--- src/rtl/sdram_arbiter.sv ---
// sdram_arbiter: one write + NUM_READ_PORTS read requesters share one SDRAM
// controller port with a single outstanding transaction; read data is routed
// back to the port that issued it. The write port always beats the reads.
// Define SDRAM_ARB_ROUND_ROBIN_EN for round-robin reads; without it reads use
// fixed priority, where the lowest index wins.
// Ports:
//   clk, reset_n (async, active low)
//   wr_req/wr_addr/wr_data/wr_ack          write requester
//   rd_req/rd_addr/rd_ack/rd_valid/rd_data read requesters (packed addr)
//   ctrl_req/ctrl_we/ctrl_addr/ctrl_din    request to the controller
//   ctrl_ack/ctrl_valid/ctrl_dout          controller responses
module sdram_arbiter #(
  parameter int NUM_READ_PORTS = 4,
  parameter int ADDR_WIDTH     = 23,
  parameter int DATA_WIDTH     = 32
) (
  input  logic                               clk,
  input  logic                               reset_n,
  input  logic                               wr_req,
  input  logic [ADDR_WIDTH-1:0]              wr_addr,
  input  logic [DATA_WIDTH-1:0]              wr_data,
  output logic                               wr_ack,
  input  logic [NUM_READ_PORTS-1:0]          rd_req,
  input  logic [NUM_READ_PORTS*ADDR_WIDTH-1:0] rd_addr,
  output logic [NUM_READ_PORTS-1:0]          rd_ack,
  output logic [NUM_READ_PORTS-1:0]          rd_valid,
  output logic [DATA_WIDTH-1:0]              rd_data,
  output logic                               ctrl_req,
  output logic                               ctrl_we,
  output logic [ADDR_WIDTH-1:0]              ctrl_addr,
  output logic [DATA_WIDTH-1:0]              ctrl_din,
  input  logic                               ctrl_ack,
  input  logic                               ctrl_valid,
  input  logic [DATA_WIDTH-1:0]              ctrl_dout
);

  localparam int OW = (NUM_READ_PORTS > 1) ? $clog2(NUM_READ_PORTS) : 1;

  typedef enum logic [1:0] {
    IDLE = 2'd0,
    REQ  = 2'd1,
    WAIT = 2'd2
  } state_t;

  state_t state, state_n;

  logic [OW-1:0]             owner;
  logic [OW-1:0]             pick;
  logic                      any_rd;
  logic [ADDR_WIDTH-1:0]     sel_addr;
  logic                      start;
  logic [NUM_READ_PORTS-1:0] owner_oh;

`ifdef SDRAM_ARB_ROUND_ROBIN_EN
  // Holds the port where the next search begins (last grant + 1),
  // so the first search after reset starts at port 0.
  logic [OW-1:0] rr_ptr;
  int            j;

  always_comb begin
    pick     = '0;
    any_rd   = 1'b0;
    sel_addr = '0;
    j        = 0;
    for (int i = 0; i < NUM_READ_PORTS; i++) begin
      j = int'(rr_ptr) + i;
      if (j >= NUM_READ_PORTS) j = j - NUM_READ_PORTS;
      if (!any_rd && rd_req[j]) begin
        any_rd   = 1'b1;
        pick     = OW'(j);
        sel_addr = rd_addr[j*ADDR_WIDTH +: ADDR_WIDTH];
      end
    end
  end

  always_ff @(posedge clk or negedge reset_n) begin
    if (!reset_n) begin
      rr_ptr <= '0;
    end else if (start && !wr_req) begin
      if (pick == OW'(NUM_READ_PORTS-1)) rr_ptr <= '0;
      else rr_ptr <= pick + 1'b1;
    end
  end
`else
  // Descending scan: the lowest requesting index is written last.
  always_comb begin
    pick     = '0;
    any_rd   = 1'b0;
    sel_addr = '0;
    for (int i = NUM_READ_PORTS-1; i >= 0; i--) begin
      if (rd_req[i]) begin
        any_rd   = 1'b1;
        pick     = OW'(i);
        sel_addr = rd_addr[i*ADDR_WIDTH +: ADDR_WIDTH];
      end
    end
  end
`endif

  assign start = (state == IDLE) && (wr_req || any_rd);

  always_comb begin
    for (int i = 0; i < NUM_READ_PORTS; i++)
      owner_oh[i] = (owner == OW'(i));
  end

  always_comb begin
    state_n = state;
    unique case (state)
      IDLE: if (wr_req || any_rd) state_n = REQ;
      REQ:  if (ctrl_ack) state_n = ctrl_we ? IDLE : WAIT;
      WAIT: if (ctrl_valid) state_n = IDLE;
      default: state_n = IDLE;
    endcase
  end

  always_ff @(posedge clk or negedge reset_n) begin
    if (!reset_n) state <= IDLE;
    else state <= state_n;
  end

  always_ff @(posedge clk or negedge reset_n) begin
    if (!reset_n) begin
      ctrl_req  <= 1'b0;
      ctrl_we   <= 1'b0;
      ctrl_addr <= '0;
      ctrl_din  <= '0;
      owner     <= '0;
      wr_ack    <= 1'b0;
      rd_ack    <= '0;
      rd_valid  <= '0;
      rd_data   <= '0;
    end else begin
      ctrl_req <= (state_n == REQ);
      wr_ack   <= 1'b0;
      rd_ack   <= '0;
      rd_valid <= '0;
      if (start) begin
        ctrl_we   <= wr_req;
        ctrl_addr <= wr_req ? wr_addr : sel_addr;
        ctrl_din  <= wr_data;
        if (!wr_req) owner <= pick;
      end
      if (state == REQ && ctrl_ack) begin
        if (ctrl_we) wr_ack <= 1'b1;
        else rd_ack <= owner_oh;
      end
      if (state == WAIT && ctrl_valid) begin
        rd_valid <= owner_oh;
        rd_data  <= ctrl_dout;
      end
    end
  end

endmodule

--- config.mk ---
export PLATFORM = sky130hd
export DESIGN_NAME = sdram_arbiter
export DESIGN_NICKNAME = d
export VERILOG_FILES = /design/src/rtl/sdram_arbiter.sv
export SDC_FILE = /design/constraint.sdc
export NUM_CORES = 1
export LEC_CHECK = 0
export ABC_AREA = 1
export CORE_UTILIZATION = 39
export DETAILED_ROUTE_END_ITERATION = 10
export GPL_TIMING_DRIVEN = 0
export PLACE_DENSITY = 0.77
export SLEW_MARGIN = 10
export SYNTH_ARGS = -nofsm -noshare
export SYNTH_HDL_FRONTEND = slang
export SYNTH_SLANG_ARGS = --single-unit
--- constraint.sdc ---
create_clock -name clk -period 1.7 [get_ports clk]
set_clock_uncertainty 0.1 [all_clocks]
set_input_delay 0.17 -clock clk [delete_from_list [all_inputs] [get_ports clk]]
set_output_delay 0.17 -clock clk [all_outputs]
set_load 0.02 [all_outputs]
==> flow_summary.yaml <==
synth:
  seq_area_frac_synth_pct: 49.1
  synth_top_family_by_area: "simple AND/OR/NAND/NOR gates"
  synth_cells: 657
  synth-compound-area-share_pct: 0.578
  muxShareOfSynthArea_pct: 8.81
  yosys_warnings: 0
  synth-xor-area-share_pct: 0
  synthesis.area_sq_um: 5200
  synth_cell_type_count: 23
  syn_nets: 845
  synth_simple_gate_area_share_pct: 33.4
  avgSynthCellArea_sq_um: 7.91
  synthAdderAreaFrac_pct: 0
  ys_ff_latch: 102
setup_path:
  crit_type: "flip-flop to output pin"
  worstRegToRegCells: 6
  critPathRequiredTime_ps: 1430
  cpPeakStageDelay_ps: 670
  worstReg2RegStart: "state[1]"
  critPathLaunchType: "flip-flop"
  crit_fanout: 2
  regToRegEndpoint: "ctrl_addr[13]"
  cp_num_buf_inv: 1
  critPathTopFamily: "buffers and inverters"
  crit_arrival_ps: 1360
  path_cells: "clkdlybuf4s50_1"
  r2r_slack_ps: 150
  slowest_stage: "clkdlybuf4s50_1"
  end_kind: "output pin"
cells_and_area:
  fillers: 1118
  area_growth_pct: 64.4
  antenna_cells: 0
  num-nets-final: 1139
  drive_gt1_share_pct: 8.90
  final_cells: 1127
timing:
  whs_ps: 82.2
  slew_headroom_pct: 66.4
  timing.fmax_ghz: 0.612
  hold_violations: 0
  worst_slew_pin_slew_ps: 504
  setup_violations: 0
  rsz0062_at_grt: "no"
  period_share_pct: 96.2
  period_minus_slack_ps: 1630
  slew_violations: 0
detailed_routing:
  drt_wl_total_microns: 15700
  post_drt_wl_per_cell_microns: 13.9
  viasPerCell: 4.56
  antenna_left: 0
  drc_errors: 0
  drtPass1Iterations: 4
  drtIter0Drc: 280
  vias: 5139
place:
  dp_hpwl_microns: 12500
  gp_congestion: 0.910
  dp_cells: 1111
  portBuffers: 281
run_status:
  outcome: "completed"
clocking:
  cts.sink_count: 102
  cts_tree: "built"
  cts_setup_buffers: 0
  cts.clk_slew.worst_paths_ps: 70
  cts_buffers: 9
  clk_path_buf_depth: 2
  root_buffer: "clkbuf_16"
  h-tree-depth: 3
  clk_latency_ps: 340
floorplan:
  rows: 41
  io_pins: 286
  fp.dieH_microns: 117
  fp.dieArea_sq_um: 13800
  die_w_microns: 117
  start_util_pct: 40.5
  coreArea_sq_um: 12800
pwr:
  power_density_nw_per_um2: 1530
  vdd_drop_max_uv: 1110
  power_leakage_nw: 4.24
grt:
  grt_first_pass_wirelength_microns: 25600
  grtUsageTotal_pct: 23.3
  grt_pass1_vias: 5072
  grt_max_degree: 58
  antenna_found_initial: 0
  grt_remaining_overflow: 0
min_path:
  worst_hold_path.endpoint: "ctrl_addr[0]"
  worstHoldStart: "wr_req"
  min_path_type: "input port to flip-flop"
  hold_path_depth: 3
flow_run:
  drv_cap: 0
-- synth_stat cells --
library cell,n,area [sq um]
nand2_1,265,995
dfrtp_1,102,2550
nor2_1,78,293
nand3_1,71,355
inv_1,54,203
mux2_4,26,390
buf_2,21,105
clkbuf_1,9,33.8
mux2_2,6,67.6
buf_6,5,56.3
o21ai_0,5,25.0
buf_4,2,15.0
inv_2,2,7.51
nor3_1,2,10.0
a21oi_1,1,5.00
nand2_2,1,6.26
nand3_4,1,17.5
nand3b_1,1,7.51
nor2_4,1,11.3
nor2_8,1,20.0
nor3_2,1,10.0
nor4_1,1,6.26
or2_2,1,6.26
-- kinds of logic (layout without fill, tap and decap cells) --
kind of cell           count (synthesis)  after routing
AO/OA/AOI/OAI                          6              6
buffers and inverters                 93            391
flip-flops                           102            102
multiplexers                          32             32
AND/OR/NAND/NOR                      424            424
-- worst max path at each step --
stage               depth (start not counted)  slack, ps       endpoint     startpoint
floorplan                                   4        350    rd_data[10]       state[0]
global placement                            1      -3540    ctrl_din[8]        reset_n
detailed placement                          9       -110  ctrl_addr[12]      rd_req[2]
CTS                                         1         40  ctrl_addr[15]  ctrl_addr[15]
global route                                6          1  ctrl_addr[18]       state[1]
finish                                      1         70  ctrl_addr[22]  ctrl_addr[22]
-- power by group --
part / internal, W / switching, W / total [W]
logic: 0.00341 / 0.00359 / 0.00700
registers: 0.00356 / 0.000607 / 0.00417
clock network: 0.00104 / 0.000908 / 0.00195
total: 0.00802 / 0.00510 / 0.0131
-- per-layer routing --
layer  up-vias  global-route usage, %  part of all wire, %
li1       2596                      -                    -
met2       192                   40.2                   49
met4         0                   7.77                  2.5
met1      2324                   27.8                   41
met3        27                   6.64                  7.2
met5         -                      0                    0
-- sequential cells by signal (all words and copies together) (netlist names) --
signal,count
ctrl_din,32
owner,2
ctrl_req,1
ctrl_addr,23
wr_ack,1
rd_valid,4
state,2
rd_data,32
ctrl_we,1
rd_ack,4
-- placed cells by master (no fill, tap or decap), types with 2 or more instances in the layout --
cell type	count
clkinvlp_4	2
mux2_2	6
o21ai_0	5
buf_2	21
mux2_4	26
inv_1	54
clkbuf_1	9
clkbuf_16	9
nor3_1	2
nor2_1	78
nand3_1	71
inv_2	2
nand2_1	265
clkdlybuf4s50_1	279
dfrtp_1	102
buf_4	2
buf_6	6
-- stage by stage --
stage                     power, W  instance area (sq um)  utilization [%]  TNS [ps]  setup slack, ps
after global routing        0.0139                   8550             66.6         0             1.24
after global placement      0.0112                   8230             64.1   -360260            -3540
final                       0.0131                   8550             66.6         0             65.0
after floorplan            0.00788                   5200                -         0              354
after CTS                   0.0133                   8550             66.6         0             44.9
after detailed placement    0.0113                   8260             64.4      -398             -113
-- cell type report --
class	count	area, sq um	share of cell area, %
clock inverter	5	43.8	0.512
timing repair buffer	283	2850	33.3
multi-input combinational	462	2230	26.0
sequential	102	2550	29.9
tap	172	215	2.52
clock buffer	10	239	2.80
inverter	56	210	2.46
buffer	37	210	2.46
-- tightest hold or removal path: stages --
cell and delay, ps:
buf_2 150, nand3_1 90, nand3_1 70
-- repair_timing --
| item | in CTS | in global routing |
|---|---|---|
| hold buffers | 1 | 0 |
| setup endpoints to repair | 1 | 0 |
| endpoints found under the hold margin | 45 | 0 |
| resized for setup | 1 | 0 |
Power figures use the tool's default switching activity.
